**src/rtl/instr_encoder.sv**
```systemverilog
// RV32I instruction encoder: packs decoded field bundles into machine words with an
// immediate-range error flag, buffered through a 2-entry in-order output FIFO.
//
// state | meaning
// EMPTY | no word buffered, out_valid low
// ONE   | head word valid in out_instr/out_err
// FULL  | head plus one queued word, in_ready low
module instr_encoder (
    input  logic        clk,
    input  logic        rst,
    input  logic        clr,
    input  logic        in_valid,
    output logic        in_ready,
    input  logic [2:0]  in_cls,
    input  logic [4:0]  in_rd,
    input  logic [4:0]  in_rs1,
    input  logic [4:0]  in_rs2,
    input  logic [2:0]  in_funct3,
    input  logic        in_f7b5,
    input  logic [31:0] in_imm,
    output logic        out_valid,
    input  logic        out_ready,
    output logic [31:0] out_instr,
    output logic        out_err,
    output logic        err_sticky,
    output logic [15:0] enc_count
);

    typedef enum logic [1:0] {EMPTY, ONE, FULL} fifo_state_t;

    fifo_state_t       state;
    logic [31:0]       word;
    logic              err;
    logic [31:0]       slot1_instr;
    logic              slot1_err;
    logic signed [31:0] imm_s;
    logic              is_shift;
    logic              push;
    logic              pop;

    assign imm_s     = $signed(in_imm);
    assign is_shift  = (in_funct3 == 3'b001) || (in_funct3 == 3'b101);
    assign in_ready  = (state != FULL);
    assign out_valid = (state != EMPTY);
    assign push      = in_valid & in_ready & ~clr;
    assign pop       = out_valid & out_ready & ~clr;

    // Errored bundles still produce the truncated word; only the flag marks them.
    always_comb begin
        word = '0;
        err  = 1'b0;
        case (in_cls)
            3'd0: begin
                word = {in_imm[11:0], in_rs1, in_funct3, in_rd, 7'b0000011};
                err  = (imm_s < -32'sd2048) || (imm_s > 32'sd2047);
            end
            3'd1: begin
                word = {in_imm[11:5], in_rs2, in_rs1, in_funct3, in_imm[4:0], 7'b0100011};
                err  = (imm_s < -32'sd2048) || (imm_s > 32'sd2047);
            end
            3'd2: begin
                word = {1'b0, in_f7b5, 5'b00000, in_rs2, in_rs1, in_funct3, in_rd, 7'b0110011};
            end
            3'd3: begin
                word = {in_imm[12], in_imm[10:5], in_rs2, in_rs1, in_funct3,
                        in_imm[4:1], in_imm[11], 7'b1100011};
                err  = (imm_s < -32'sd4096) || (imm_s > 32'sd4094) || in_imm[0];
            end
            3'd4: begin
                if (is_shift) begin
                    word = {1'b0, in_f7b5, 5'b00000, in_imm[4:0], in_rs1, in_funct3,
                            in_rd, 7'b0010011};
                    err  = (imm_s < 32'sd0) || (imm_s > 32'sd31);
                end else begin
                    word = {in_imm[11:0], in_rs1, in_funct3, in_rd, 7'b0010011};
                    err  = (imm_s < -32'sd2048) || (imm_s > 32'sd2047);
                end
            end
            3'd5: begin
                word = {in_imm[20], in_imm[10:1], in_imm[11], in_imm[19:12], in_rd, 7'b1101111};
                err  = (imm_s < -32'sd1048576) || (imm_s > 32'sd1048574) || in_imm[0];
            end
            3'd6: begin
                word = {in_imm[31:12], in_rd, 7'b0110111};
                err  = (in_imm[11:0] != 12'd0);
            end
            default: begin
                word = {in_imm[31:12], in_rd, 7'b0010111};
                err  = (in_imm[11:0] != 12'd0);
            end
        endcase
    end

    // out_instr/out_err are the head slot itself, so they hold while stalled.
    always_ff @(posedge clk or posedge rst) begin
        if (rst) begin
            state       <= EMPTY;
            out_instr   <= '0;
            out_err     <= 1'b0;
            slot1_instr <= '0;
            slot1_err   <= 1'b0;
            err_sticky  <= 1'b0;
            enc_count   <= '0;
        end else if (clr) begin
            state      <= EMPTY;
            err_sticky <= 1'b0;
            enc_count  <= '0;
        end else begin
            if (push) begin
                enc_count <= enc_count + 16'd1;
                if (err) err_sticky <= 1'b1;
            end
            case (state)
                EMPTY: begin
                    if (push) begin
                        out_instr <= word;
                        out_err   <= err;
                        state     <= ONE;
                    end
                end
                ONE: begin
                    if (push && pop) begin
                        out_instr <= word;
                        out_err   <= err;
                    end else if (push) begin
                        slot1_instr <= word;
                        slot1_err   <= err;
                        state       <= FULL;
                    end else if (pop) begin
                        state <= EMPTY;
                    end
                end
                FULL: begin
                    if (pop) begin
                        out_instr <= slot1_instr;
                        out_err   <= slot1_err;
                        state     <= ONE;
                    end
                end
                default: state <= EMPTY;
            endcase
        end
    end

endmodule

```
**config.mk**
```make
export PLATFORM = sky130hd
export DESIGN_NAME = instr_encoder
export DESIGN_NICKNAME = d
export VERILOG_FILES = /design/src/rtl/instr_encoder.sv
export SDC_FILE = /design/constraint.sdc
export NUM_CORES = 1
export LEC_CHECK = 0
export BUFFER_PORTS_ARGS = -buffer_cell sky130_fd_sc_hd__buf_2
export CORE_MARGIN = 8
export CORE_UTILIZATION = 45
export DETAILED_ROUTE_END_ITERATION = 6
export PLACE_DENSITY = 0.7
export SYNTH_ARGS = -nofsm -noshare
export SYNTH_HDL_FRONTEND = slang
export SYNTH_SLANG_ARGS = --single-unit
export TNS_END_PERCENT = 1
```
**constraint.sdc**
```tcl
create_clock -name clk -period 3.3 [get_ports clk]
set_clock_uncertainty 0.1 [all_clocks]
set_input_delay 0.66 -clock clk [delete_from_list [all_inputs] [get_ports clk]]
set_output_delay 0.66 -clock clk [all_outputs]
set_load 0.02 [all_outputs]
```
Word-level counts from Yosys, hierarchy flattened
Cells that the tools add are included.
{ "word_totals": {"regBits": 85, "output_inout_bits": 52} }
{ "op_classes": {"eq_ne": 18, "mux": 24, "order_cmp": 8, "n_reduce_logical": 20, "add_sub_neg": 1, "bitwise": 6} }
{ "ops": {"columns": ["op", "n"], "rows": [
  ["32-bit case mux with 7 select lines", 1],
  ["32-bit 2-to-1 mux", 4],
  ["32-bit case mux with 3 select lines", 1],
  ["32-bit by 12-bit greater-than comparator with 1-bit output (second input constant)", 1],
  ["32-bit by 13-bit greater-than comparator with 1-bit output (second input constant)", 1],
  ["32-bit by 21-bit greater-than comparator with 1-bit output (second input constant)", 1],
  ["32-bit by 6-bit greater-than comparator with 1-bit output (second input constant)", 1],
  ["32-bit by 1-bit less-than comparator with 1-bit output (second input constant)", 1],
  ["32-bit by 12-bit less-than comparator with 1-bit output (second input constant)", 1],
  ["32-bit by 13-bit less-than comparator with 1-bit output (second input constant)", 1],
  ["32-bit by 21-bit less-than comparator with 1-bit output (second input constant)", 1],
  ["16-bit 2-to-1 mux", 2],
  ["16-bit by 1-bit adder with 16-bit output (second input constant)", 1],
  ["3-bit == test (second input constant)", 4],
  ["2-bit 2-to-1 mux", 6],
  ["12-bit nonzero test", 1],
  ["3-bit != test (second input constant)", 3],
  ["2-bit != test (second input constant)", 4],
  ["4-bit AND reduction", 2],
  ["1-bit logical OR", 7],
  ["1-bit 2-to-1 mux", 7],
  ["3-bit by 1-bit == test with 1-bit output (second input constant)", 2],
  ["3-bit by 2-bit == test with 1-bit output (second input constant)", 2],
  ["2-bit case mux with 3 select lines", 1],
  ["other kinds (15)", 21]
]} }

Depth between registers and ports, before layout
Gate-level depths: netlist of run 1.
{ "logic_depth": {"ltp_word": 8, "depth_mapped": 8} }

Worst setup path after synthesis of run 1
OpenSTA, ideal clock, no wires.
{ "synth_timing": {"path_type": "input to register", "from": "in in_cls[1]", "to": "reg out_instr[18]", "arrival_time_ps": 1821, "stages": 8, "setup_time_ps": 134, "slack_ps": 1245, "cell_sequence": "clkbuf_1 or2_2 buf_2 nand2_4 mux2i_1 nor2_1 a21oi_1 o21ai_0"} }
{ "synth_between": {"elab_chain_cells": 4, "elab_cells_between_ends": 11, "cone_classes": "6 x eq/ne; 4 x mux; 1 x reduce/logical"} }
{ "synth_rtl": {"columns": ["item", "line_no", "source"], "rows": [
  ["start: declaration", "14", "input logic [2:0] in_cls,"],
  ["3-bit == test, or another cell as far along", "52", "case (in_cls)"],
  ["32-bit case mux with 7 select lines *", "52", null],
  ["32-bit 2-to-1 mux (on tied branches)", "122, 115", null],
  ["32-bit case mux with 3 select lines *", "113", "case (state)"],
  ["end signal: assignment", "116", "out_instr <= word;"],
  ["end signal: assignment", "123", "out_instr <= word;"],
  ["end signal: assignment", "135", "out_instr <= slot1_instr;"],
  ["end: declaration", "23", "output logic [31:0] out_instr,"]
]} }
Mark *: on every way between the ends. The rest lies on a longest branch, timed or not. The select of a mux whose other input is x is not followed.
A chain may end at the register's enable or synchronous reset.

Worst setup path after layout of run 1
{ "layout_timing": {"from": "reg state[1]", "to": "out in_ready"} }
{ "layout_between": {"elab_chain_cells": 1} }
{ "layout_rtl": {"columns": ["item", "line_no", "source"], "rows": [
  ["start: declaration", "31", "fifo_state_t state;"],
  ["start signal: assignment", "97", "state <= EMPTY;"],
  ["start signal: assignment", "105", "state <= EMPTY;"],
  ["start signal: assignment", "118", "state <= ONE;"],
  ["2-bit != test", "43", "assign in_ready = (state != FULL);"],
  ["end: declaration", "13", "output logic in_ready,"]
]} }
No other way between the ends.

==> flow_summary.json, run 1 <==
{
  "clk_latency_ns": 0.35,
  "dieArea_sq_um": 12800,
  "crit_type": "reg -> out",
  "detail_route.wirelength_um": 11400,
  "track_usage_pct": 18.0,
  "clock_sinks": 83,
  "synth_cell_types": 47,
  "p_sw_share_pct": 31.2,
  "finalPower_mw": 2.67,
  "fillers": 853,
  "syn-cell-area_sq_um": 4260,
  "drcViolationCount": 0,
  "cts_hold_buf": 0,
  "cp.arrival_ns": 1.45,
  "netSwitchingPower_mw": 0.833,
  "rsz0062_at_grt": "false",
  "clk_pin_slew_ns": 0.08,
  "fin_area_sq_um": 5050,
  "dp_hpwl_um": 8580,
  "dp_slack_ns": 0.860,
  "portBuffers": 110,
  "grt_max_degree": 50,
  "path_max_fanout": 22,
  "fp.dieH_um": 113,
  "core_area_sq_um": 9200,
  "first_global_vias": 3693,
  "required_ns": 2.54,
  "die_w_um": 113,
  "cts_tree": "yes",
  "clk_path_buf_depth": 2,
  "rows": 35,
  "status": "finished clean",
  "worst_pin_slew_ns": 0.822,
  "cts_buffers": 9,
  "first_pass_iters": 5,
  "routed_via_density": 5.50,
  "ys_seq_area_share_pct": 48.8,
  "synth-edff-count": 0,
  "final-seq-area_sq_um": 2080,
  "pwr-share-comb_pct": 22.0,
  "p_clk_share_pct": 29.3,
  "synth_area_per_cell_sq_um": 8.97,
  "ys.flop_type": "dfrtp_1",
  "intPower_mw": 1.83,
  "num_io_pins": 111,
  "cap_violations": 0,
  "dpl-instance-area_sq_um": 4840,
  "cts_max_level": 3,
  "area_delta_synth_final_pct": 18.4,
  "postCtsSetupRepairBufs": 0,
  "pwr-share-seq_pct": 48.7,
  "drtIter0Drc": 235,
  "ys_ff_latch": 83,
  "synth_cells": 475,
  "grt_pass1_wl_um": 18500,
  "finalSetupViolations": 0,
  "overflow": 0,
  "cp-end-kind": "output port",
  "relSlewSlack_pct": 45.1,
  "synth_nets": 535,
  "setup.worst_path.start_class": "flop",
  "cts_root_buf": "clkbuf_8",
  "hp-class": "in -> async",
  "finalMaxSlewViolations": 0,
  "multi_input_area_sq_um": 2000,
  "initial_core_util_pct": 46.3,
  "finalHoldViolations": 0,
  "r2r_setup_slack_ns": 1.31,
  "antenna_cells": 0,
  "cts_resized": 0,
  "final.min_clock_period_ns": 2.21,
  "antenna_found_initial": 0,
  "nNetsFinal": 630,
  "ant_nets": 0,
  "clock.fmax_ghz": 0.452,
  "finalWorstSetupSlack_ns": 1.09,
  "post_drt_wl_per_cell_um": 16.6,
  "async_flop_share_pct": 100,
  "tns_ns": 0,
  "finalCritPeriodShare_pct": 67.0,
  "vdd_drop_max_mv": 0.224,
  "globalplace.congestion": 0.880,
  "p_leak_nw": 2.49,
  "vias": 3765,
  "drive_gt1_share_pct": 25.6,
  "synth_warnings": 0,
  "power_density_nw_per_um2": 528
}
-- worst max-delay path: stages, from the launching register on --
cell and delay (ns):
dfrtp_1 0.43, nor2b_4 0.16, inv_2 0.27, buf_2 0.24
-- final cells by class --
class | instances | share of cell area, %
Clock buffer | 10 | 2.53
Tap cell | 111 | 2.75
Sequential cell | 83 | 41.2
Multi-Input combinational cell | 353 | 39.6
Clock inverter | 5 | 1.56
Inverter | 6 | 0.471
Timing Repair Buffer | 117 | 12.0
-- per-stage QoR --
stage | hold WS [ns] | util [%] | std cells
2_1_floorplan | 0.329 | - | 475
3_3_place_gp | 0.343 | 52.6 | 670
3_5_place_dp | 0.349 | 52.6 | 670
4_1_cts | 0.359 | 54.9 | 685
5_1_grt | 0.375 | 54.9 | 685
6_report | 0.333 | 54.9 | 685
-- path summary, 6_finish.rpt --
kind	start	end	cells past startpoint
min in group clk	slot1_instr[1]$_DFFE_PP0P_	slot1_instr[1]$_DFFE_PP0P_	1
min	rst	out_instr[22]$_DFFE_PP0P_	2
max	state[1]$_DFFE_PP0P_	in_ready	3
max reg2reg	state[1]$_DFFE_PP0P_	enc_count[12]$_DFFE_PP0P_	7
max in group asynchronous	rst	slot1_instr[10]$_DFFE_PP0P_	3
min reg2reg	slot1_instr[1]$_DFFE_PP0P_	slot1_instr[1]$_DFFE_PP0P_	1
-- cells in the mapped netlist, types with 2 or more instances --
cell type,count,area share [%]
a22oi_1,5,0.88
and3_1,4,0.59
mux2_2,5,1.3
nor3_1,8,0.94
buf_2,7,0.82
or2_2,2,0.29
a211oi_1,3,0.53
and4_1,3,0.62
nand4_1,10,1.5
a21o_1,3,0.53
a21boi_0,2,0.35
mux2i_1,18,4.2
nand2b_1,6,0.88
nand2_1,73,6.4
o21ai_1,3,0.35
inv_1,5,0.44
nand3_1,14,1.6
nor2_1,49,4.3
a222oi_1,2,0.47
o221ai_1,4,0.82
nand3b_1,2,0.35
clkbuf_1,20,1.8
dfrtp_1,83,49
nor4_1,8,1.2
o21ai_0,57,6.7
xor2_1,11,2.3
nor2b_1,3,0.44
a311oi_1,2,0.41
xnor2_1,5,1.0
buf_6,4,1.1
and2_1,2,0.29
a21oi_1,37,4.3
-- power by group through the flow --
stage | clock network [mW] | registers, mW | logic [mW]
CTS | 0.798 | 1.30 | 0.592
detailed placement | 0 | 1.32 | 0.590
finish | 0.781 | 1.30 | 0.586
global route | 0.843 | 1.32 | 0.655
global placement | 0 | 1.31 | 0.579
floorplan | 0 | 1.40 | 0.281
-- placed cells by master (no fill, tap or decap), types with 9 or more instances in the layout --
master	instances
a21oi_1	37
buf_2	110
clkbuf_8	9
dfrtp_1	83
mux2i_1	18
nand2_1	73
nand3_1	14
nand4_1	10
nor2_1	49
o21ai_0	57
xor2_1	11
-- flip-flops by register name, summed over array words and instances (netlist names) --
| signal | flops |
|---|---|
| slot1_err | 1 |
| enc_count | 16 |
| slot1_instr | 31 |
| out_instr | 31 |
| state | 2 |
| out_err | 1 |
| err_sticky | 1 |
-- routing by layer --
metal  vias up  wire length, um  global-route usage, %
met5         -                0                      0
met4         0              257                   7.90
met3        21              608                   3.99
met2       122             5230                   27.8
met1      1774             5300                   23.8
li1       1848                -                      -
-- cell families after synthesis --
logic type	after synthesis	share of synthesized area, %
adder cells (fa/ha/maj)	1	0.294
flip-flops	83	48.8
buffers and inverters	39	4.55
AND/OR/NAND/NOR	188	20.4
XOR/XNOR	16	3.29
multiplexers	23	5.55
AO/OA/AOI/OAI	125	17.2
Note: power is estimated with default switching activity, not from simulation.
==> run 2: changes to the inputs <==
Settings changed: ABC_AREA set to 1, PLACE_DENSITY 0.7 to 0.72.
Clock period 3.3 ns to 1.9 ns, I/O delays scaled along.
==> flow_summary.json, run 2 <==
{
  "crit_type": "reg -> reg",
  "path_max_fanout": 3,
  "yosys.area.top_type": "dfrtp_1",
  "first_pass_iters": 5,
  "dieArea_sq_um": 13300,
  "reg_top3": "out_instr x31, slot1_instr x31, enc_count x16",
  "dp_hpwl_um": 9790,
  "routed_via_density": 5.17,
  "synth-edff-count": 0,
  "grt_pass1_wl_um": 20800,
  "num_io_pins": 111,
  "synth_warnings": 0,
  "finalSetupViolations": 0,
  "fin_cells": 875,
  "finalMaxSlewViolations": 0,
  "globalplace.congestion": 0.866,
  "clk_path_buf_depth": 2,
  "nNetsFinal": 797,
  "power_density_nw_per_um2": 986,
  "cts_buffers": 9,
  "cts_root_buf": "clkbuf_8",
  "cp-end-kind": "flop",
  "clk_latency_ns": 0.36,
  "hp-class": "in -> async",
  "ys_seq_area_share_pct": 46.6,
  "hold_ws_ns": 0.0247,
  "ys_ff_latch": 83,
  "final.min_clock_period_ns": 1.82,
  "post_drt_wl_per_cell_um": 14.8,
  "finalPower_mw": 5.79,
  "finalHoldViolations": 0,
  "ys_top_cells_by_area": "dfrtp_1, nand2_1, nor2_1, inv_1, a21oi_1",
  "antenna_cells": 0,
  "portBuffers": 110,
  "fin_area_sq_um": 5870,
  "cts_max_level": 3,
  "fin_util_pct": 60.6,
  "clock_sinks": 83,
  "fp.dieH_um": 116,
  "relSlewSlack_pct": 68.1,
  "dp_cells": 855,
  "p_leak_nw": 2.92,
  "area_delta_synth_final_pct": 31.6,
  "dp_slack_ns": -0.0342,
  "overflow": 0,
  "cap_violations": 0,
  "synth.top_cells.by_count": "nand2_1, nor2_1, dfrtp_1",
  "drive_gt1_share_pct": 29.1,
  "cp.arrival_ns": 2.00,
  "rows": 36,
  "vdd_drop_max_mv": 0.618,
  "drtIter0Drc": 339,
  "dpl-instance-area_sq_um": 5500,
  "layout_commonest_cell": "nand2_1",
  "die_w_um": 116,
  "tns_ns": 0,
  "drcViolationCount": 0,
  "track_usage_pct": 19.6,
  "vias": 4525,
  "core_area_sq_um": 9680,
  "finalWorstSetupSlack_ns": 0.0819,
  "rsz0062_at_grt": "true",
  "layout_common_cells": "nand2_1, buf_2, nor2_1",
  "synth_area_per_cell_sq_um": 7.57,
  "antenna_found_initial": 0,
  "ys.flop_type": "dfrtp_1",
  "grt_max_degree": 84,
  "synth_cell_types": 37,
  "synth_cells": 589,
  "yosysMostFrequentCell": "nand2_1",
  "ant_nets": 0,
  "worst_pin_slew_ns": 0.478,
  "clk_pin_slew_ns": 0.08,
  "fillers": 868,
  "synth_nets": 649,
  "async_flop_share_pct": 100,
  "cts_hold_buf": 0,
  "cts_tree": "yes",
  "setup.worst_path.start_class": "flop",
  "detail_route.wirelength_um": 13000,
  "clock.fmax_ghz": 0.550,
  "synth_top_cell_area_share_pct": 46.6,
  "required_ns": 2.09,
  "initial_core_util_pct": 46.0,
  "finalCritPeriodShare_pct": 95.7,
  "syn-cell-area_sq_um": 4460,
  "first_global_vias": 4496,
  "status": "finished clean"
}
-- run 2: cell count changes in the layout (fill, tap and decap cells not counted), sizes merged, moves of 6 or more --
| cell | delta |
|---|---|
| inv | +48 |
| nand2b | -6 |
| nand2 | +82 |
| xor2 | -11 |
| a31oi | +13 |
| o21a | +6 |
| nor2 | +44 |
| mux2i | -12 |
| o21ai | -13 |
| buf | +45 |
-- run 2: worst paths after layout --
| kind | start | endpoint | slack [ns] | cells after the start |
|---|---|---|---|---|
| setup reg to reg | enc_count[0]$_DFFE_PP0P_ | enc_count[14]$_DFFE_PP0P_ | 0.08 | 10 |
| min in group clk | clr | err_sticky$_DFFE_PP0P_ | 0.21 | 2 |
| hold reg to reg | slot1_instr[1]$_DFFE_PP0P_ | slot1_instr[1]$_DFFE_PP0P_ | 0.35 | 2 |
| max in group asynchronous | rst | out_instr[4]$_DFFE_PP0P_ | 1.32 | 3 |
| setup / recovery | enc_count[0]$_DFFE_PP0P_ | enc_count[14]$_DFFE_PP0P_ | 0.08 | 10 |
| hold / removal | rst | enc_count[2]$_DFFE_PP0P_ | 0.02 | 3 |
-- run 2: logic make-up (layout without fill, tap and decap cells) --
logic type / after synthesis / count (layout) / share of synthesized area [%]
buf+inv: 80 / 233 / 7.55
simple gates: 295 / 295 / 28.2
compound gates: 124 / 124 / 16.1
fa+ha+maj: 1 / 1 / 0.281
mux: 6 / 6 / 1.35
flops: 83 / 83 / 46.6
-- run 2: cell type report --
class	count	area, sq um	share of cell area, %
multi-input combinational	426	2160	36.8
timing repair buffer	163	1050	18.0
clock buffer	11	141	2.41
sequential	83	2080	35.4
tap	133	166	2.84
clock inverter	5	52.6	0.896
inverter	54	216	3.69
-- run 2: report_power, final --
part	internal (mW)	switching, mW	leakage, nW
clock	0.637	0.639	0.0991
combinational	0.724	1.14	1.81
sequential	2.32	0.326	1.02
-- run 2: per-layer routing --
metal / GRT usage [%] / part of all wire [%]
met4: 6.48 / 1.7
met1: 24.8 / 45
met3: 5.26 / 7.0
met2: 31.7 / 46
met5: 0 / 0
-- run 2: worst max-delay path, cell delays in order (launching register included) --
cell,delay [ns]
dfrtp_1,0.36
ha_2,0.18
nand3_1,0.10
nor3_2,0.22
and3_4,0.23
nand3_4,0.07
nor2_4,0.13
nand3_1,0.08
inv_1,0.08
o21ai_0,0.07
a21oi_1,0.14
-- run 2: repair_timing --
action | 4_1_cts | 5_1_grt
gates resized for setup | 2 | 31
setup buffers | 0 | 3
setup endpoints to repair | 22 | 65
pin swaps | 0 | 3
gates cloned | 0 | 1
